### config.mk
export PLATFORM = sky130hd
export DESIGN_NAME = entity_scan_ctrl
export DESIGN_NICKNAME = d
export VERILOG_FILES = /design/src/rtl/entity_scan_ctrl.sv
export SDC_FILE = /design/constraint.sdc
export NUM_CORES = 1
export LEC_CHECK = 0
export BUFFER_PORTS_ARGS = -buffer_cell sky130_fd_sc_hd__buf_2
export CAP_MARGIN = 40
export CORE_ASPECT_RATIO = 1.1
export CORE_MARGIN = 2
export CORE_UTILIZATION = 50
export CTS_CLUSTER_DIAMETER = 100
export DETAILED_ROUTE_END_ITERATION = 12
export GPL_ROUTABILITY_DRIVEN = 0
export PLACE_DENSITY = 0.81
export SLEW_MARGIN = 40
export SYNTH_ARGS = -nofsm -noshare
export SYNTH_HDL_FRONTEND = slang
export SYNTH_SLANG_ARGS = --single-unit
### constraint.sdc
create_clock -name clk -period 3 [get_ports clk]
set_input_delay 0.45 -clock clk [delete_from_list [all_inputs] [get_ports clk]]
set_output_delay 0.45 -clock clk [all_outputs]
set_load 0.01 [all_outputs]
### src/rtl/entity_scan_ctrl.sv
// -----------------------------------------------------------------------------
// entity_scan_ctrl
//
// Walks an external entity table once per frame_start pulse and hands each
// entry downstream as a {type,row,col,index} record over a valid/ready link.
//
// Handshake: ent_valid is high only in PRESENT and the ent_* fields stay
// constant while it is high. A record is transferred on a rising edge where
// ent_valid && ent_ready. ent_ready is ignored in every other state.
//
// Table read timing: address_read_ent is registered here; the table returns
// data_read_ent one cycle after the address changes. FETCH is the cycle in
// which the table register loads, and LATCH samples the returned word.
//
// Ports
//   clk, rst_n        clock, asynchronous active-low reset
//   frame_start       one-cycle scan request (ignored and flagged while busy)
//   entities_number   number of valid table entries, sampled at scan start
//   address_read_ent  table address
//   data_read_ent     table word {type[20:18], row[17:9], col[8:0]}
//   ent_valid/ready   downstream record handshake
//   ent_type/row/col  captured record fields
//   ent_index         table address the record came from
//   busy              high in every state except IDLE
//   frame_done        one-cycle pulse at the end of a scan
//   ent_count         records transferred in the last completed scan
//   frame_overrun     sticky, set by frame_start while busy
//   state_dbg         current FSM state, for debug and checkers
//
// Build option: define ENT_SCAN_CLIP_EN to drop records whose row >= MAX_ROW
// or col >= MAX_COL instead of presenting them.
// -----------------------------------------------------------------------------
module entity_scan_ctrl #(
    parameter int MAX_ROW = 480,
    parameter int MAX_COL = 480
) (
    input  logic        clk,
    input  logic        rst_n,
    input  logic        frame_start,
    input  logic [7:0]  entities_number,
    output logic [7:0]  address_read_ent,
    input  logic [20:0] data_read_ent,
    output logic        ent_valid,
    input  logic        ent_ready,
    output logic [2:0]  ent_type,
    output logic [8:0]  ent_row,
    output logic [8:0]  ent_col,
    output logic [7:0]  ent_index,
    output logic        busy,
    output logic        frame_done,
    output logic [7:0]  ent_count,
    output logic        frame_overrun,
    output logic [2:0]  state_dbg
);

    typedef enum logic [2:0] {
        IDLE    = 3'd0,
        FETCH   = 3'd1,
        LATCH   = 3'd2,
        PRESENT = 3'd3,
        DONE    = 3'd4
    } state_t;

`ifdef ENT_SCAN_CLIP_EN
    localparam logic CLIP_EN = 1'b1;
`else
    localparam logic CLIP_EN = 1'b0;
`endif

    state_t     state, state_n;
    logic [7:0] n_reg;
    logic [7:0] counter;
    logic       last_entry;
    logic       off_screen;
    logic       skip;
    logic       xfer;

    // The current address is the last one when addr+1 reaches n_reg; the
    // extra bit keeps 255+1 from wrapping to 0.
    assign last_entry = ({1'b0, address_read_ent} + 9'd1) >= {1'b0, n_reg};

    assign off_screen = (int'(data_read_ent[17:9]) >= MAX_ROW) ||
                        (int'(data_read_ent[8:0])  >= MAX_COL);
    assign skip       = CLIP_EN && (state == LATCH) && off_screen;
    assign xfer       = (state == PRESENT) && ent_ready;

    assign ent_valid  = (state == PRESENT);
    assign busy       = (state != IDLE);
    assign frame_done = (state == DONE);
    assign state_dbg  = state;

    always_comb begin
        state_n = state;
        unique case (state)
            IDLE:    if (frame_start) state_n = (entities_number == 8'd0) ? DONE : FETCH;
            FETCH:   state_n = LATCH;
            LATCH:   begin
                if (skip) state_n = last_entry ? DONE : FETCH;
                else      state_n = PRESENT;
            end
            PRESENT: if (ent_ready) state_n = last_entry ? DONE : FETCH;
            DONE:    state_n = IDLE;
            default: state_n = IDLE;
        endcase
    end

    always_ff @(posedge clk or negedge rst_n) begin
        if (!rst_n) begin
            state <= IDLE;
        end else begin
            state <= state_n;
        end
    end

    always_ff @(posedge clk or negedge rst_n) begin
        if (!rst_n) begin
            address_read_ent <= 8'd0;
            n_reg            <= 8'd0;
            counter          <= 8'd0;
            ent_type         <= 3'd0;
            ent_row          <= 9'd0;
            ent_col          <= 9'd0;
            ent_index        <= 8'd0;
            ent_count        <= 8'd0;
            frame_overrun    <= 1'b0;
        end else begin
            // A request that arrives in any non-IDLE state (DONE included)
            // is dropped but remembered.
            if (state != IDLE && frame_start) frame_overrun <= 1'b1;

            if (state == IDLE && frame_start) begin
                n_reg            <= entities_number;
                address_read_ent <= 8'd0;
                counter          <= 8'd0;
                frame_overrun    <= 1'b0;
            end

            if (state == LATCH && !skip) begin
                ent_type  <= data_read_ent[20:18];
                ent_row   <= data_read_ent[17:9];
                ent_col   <= data_read_ent[8:0];
                ent_index <= address_read_ent;
            end

            if (xfer) counter <= counter + 8'd1;

            if ((xfer || skip) && !last_entry) address_read_ent <= address_read_ent + 8'd1;

            if (state == DONE) ent_count <= counter;
        end
    end

endmodule

==> out/metrics.yaml <==
status: "finished clean"
maxCapViolCount: 0
antenna_left: 0
vias: 2260
tritoncts: "done"
ys_seq_elements: 65
fin_nets: 386
async_flop_share: 1.00
path_class: "flop to flop"
dieHeight_um: 84.8
period_needed_ns: 2.66
dr.pass1.iters: 4
numPortBuffers: 84
grt_max_degree: 38
cts_sinks: 65
clk_pin_slew_ns: 0.07
largestRegisters: "ent_col: 9 flops, ent_row: 9 flops"
synth-edff-count: 0
grt_pass1_wl_mm: 10.2
post-dp-hpwl_mm: 4.56
cts_resized: 0
cp_max_fo: 5
whs_ns: 0.115
grt_usage: 0.200
syn-num-nets: 294
worstPathArrival_ns: 2.93
rows: 29
p_leak_nw: 1.91
finalHoldViolations: 0
cts_buffer_depth: 2
overflow: 0
critPathLaunchType: "flop"
rsz0062_at_grt: "false"
drt-initial-drc-count: 123
final_util: 0.638
slew_viol_final: 0
cts.hold.buffers_added: 0
setup_viol: 0
worst_setup_path_end_kind: "flop"
ioPinCount: 85
tightest_slew_ns: 0.604
n_antenna_cell: 0
routed_wl_mm: 6.05
routed_via_density: 5.32
power_density_nw_per_um2: 906
numCtsBuffers: 9
postCtsSetupRepairBufs: 0
skew_ns: 0.0134
synth_cell_types: 40
syn_avg_cell_area_um2: 11.8
fmax_mhz: 376
regArea_um2: 1630
initial_core_util: 0.515
route.detailed.drc: 0
drive_above_1_share: 0.414
ys.flop_type: "dfrtp_1"
multi_input_area_um2: 1260
chipWidth_um: 77.5
clk_latency_ns: 0.34
ys.warnings.count: 0
core-area_um2: 5770
slew_headroom: 0.597
cts-root-buf: "clkbuf_8"
hp-class: "primary input to asynchronous set/reset pin"
htreeDepth: 3
wl_per_cell_um: 14.2
antenna_found_initial: 0
fin_setup_tns_ns: 0
final_common_cell: "buf_2"
ir_worst_vdd_v: 0.000566
grt_pass1_vias: 2253
r2r_slack_ns: 0.34
area_growth_pct: 23.9
syn_area_um2: 2970
fillers: 450
final_cell_mix: "buf_2, dfrtp_1, mux2_2, nand2_1, o21ai_1"
ys_seq_area_frac: 0.548
syn_inst: 251
worstPathRequired_ns: 3.28
die_area_um2: 6570
finalCritPeriodShare: 0.885
## synth_stat cells (all sizes together) (3+ instances only)
cell type | number | area (um^2)
and2 | 4 | 25.0
o21ai | 16 | 83.8
xnor2 | 3 | 26.3
or2 | 3 | 18.8
nor2 | 12 | 55.1
a21o | 3 | 22.5
ha | 10 | 125
a31o | 4 | 35.0
nand3 | 5 | 30.0
a21oi | 5 | 25.0
mux2 | 37 | 417
and3 | 9 | 56.3
buf | 7 | 46.3
o211ai | 5 | 37.5
nand4 | 7 | 43.8
dfrtp | 65 | 1630
inv | 10 | 37.5
nand2 | 27 | 104
xor2 | 3 | 26.3
## routing by layer
layer	routed length [um]	vias up	GRT usage	share of wire
li1	-	1077	-	-
met1	2580	1111	0.240	0.43
met2	3130	62	0.349	0.52
met3	254	10	0.0489	0.042
met4	94	0	0.0731	0.016
met5	0	-	0	0
## worst max-delay path, stage by stage (launching register included)
cell and delay [ns]:
dfrtp_1 0.34, and2_1 0.19, nand4_1 0.16, and2_1 0.20, or2_2 0.30, ha_1 0.28, and3_1 0.19, a21oi_1 0.16
nand3_1 0.20, or4_1 0.50, nand3_1 0.07
## report_power, final
part	leakage [nW]	total [W]	internal, W	switching, W
Clock	0.0962	0.000738	0.000389	0.000349
Sequential	0.824	0.00135	0.00117	0.000180
Combinational	0.986	0.00125	0.000586	0.000664
## logic make-up after synthesis
family,synth area share
XOR/XNOR,0.0177
adder cells (fa/ha/maj),0.0421
AND/OR/NAND/NOR,0.127
flip-flops,0.548
AO/OA/AOI/OAI,0.0893
multiplexers,0.147
buffers and inverters,0.0295
## area by class of cell
type                       count  share of cell area
inverter                      10              0.0102
clock inverter                 7              0.0207
timing repair buffer          89               0.124
multi-input combinational    168               0.343
clock buffer                   9              0.0337
sequential                    65               0.442
tap                           77              0.0262
## through the flow
step	setup WS [ns]	total power (W)	area, um^2	std cells
CTS	0.266	0.00337	3680	425
global placement	0.396	0.00256	3480	409
global route	0.0993	0.00359	3680	425
finish	0.344	0.00333	3680	425
floorplan	0.410	0.00217	2970	251
detailed placement	0.292	0.00263	3480	409
## worst paths after layout
path,cells past startpoint,to,start
worst max-delay path,10,address_read_ent[6]$_DFFE_PN0P_,address_read_ent[3]$_DFFE_PN0P_
worst min-delay path,2,counter[6]$_DFFE_PN0P_,rst_n
worst max register to register,10,address_read_ent[6]$_DFFE_PN0P_,address_read_ent[3]$_DFFE_PN0P_
worst min register to register,1,ent_row[0]$_DFFE_PN0N_,ent_row[0]$_DFFE_PN0N_
max in group asynchronous,2,address_read_ent[2]$_DFFE_PN0P_,rst_n
min in group clk,2,ent_row[6]$_DFFE_PN0N_,data_read_ent[15]
(Power assumes the default switching activity.)
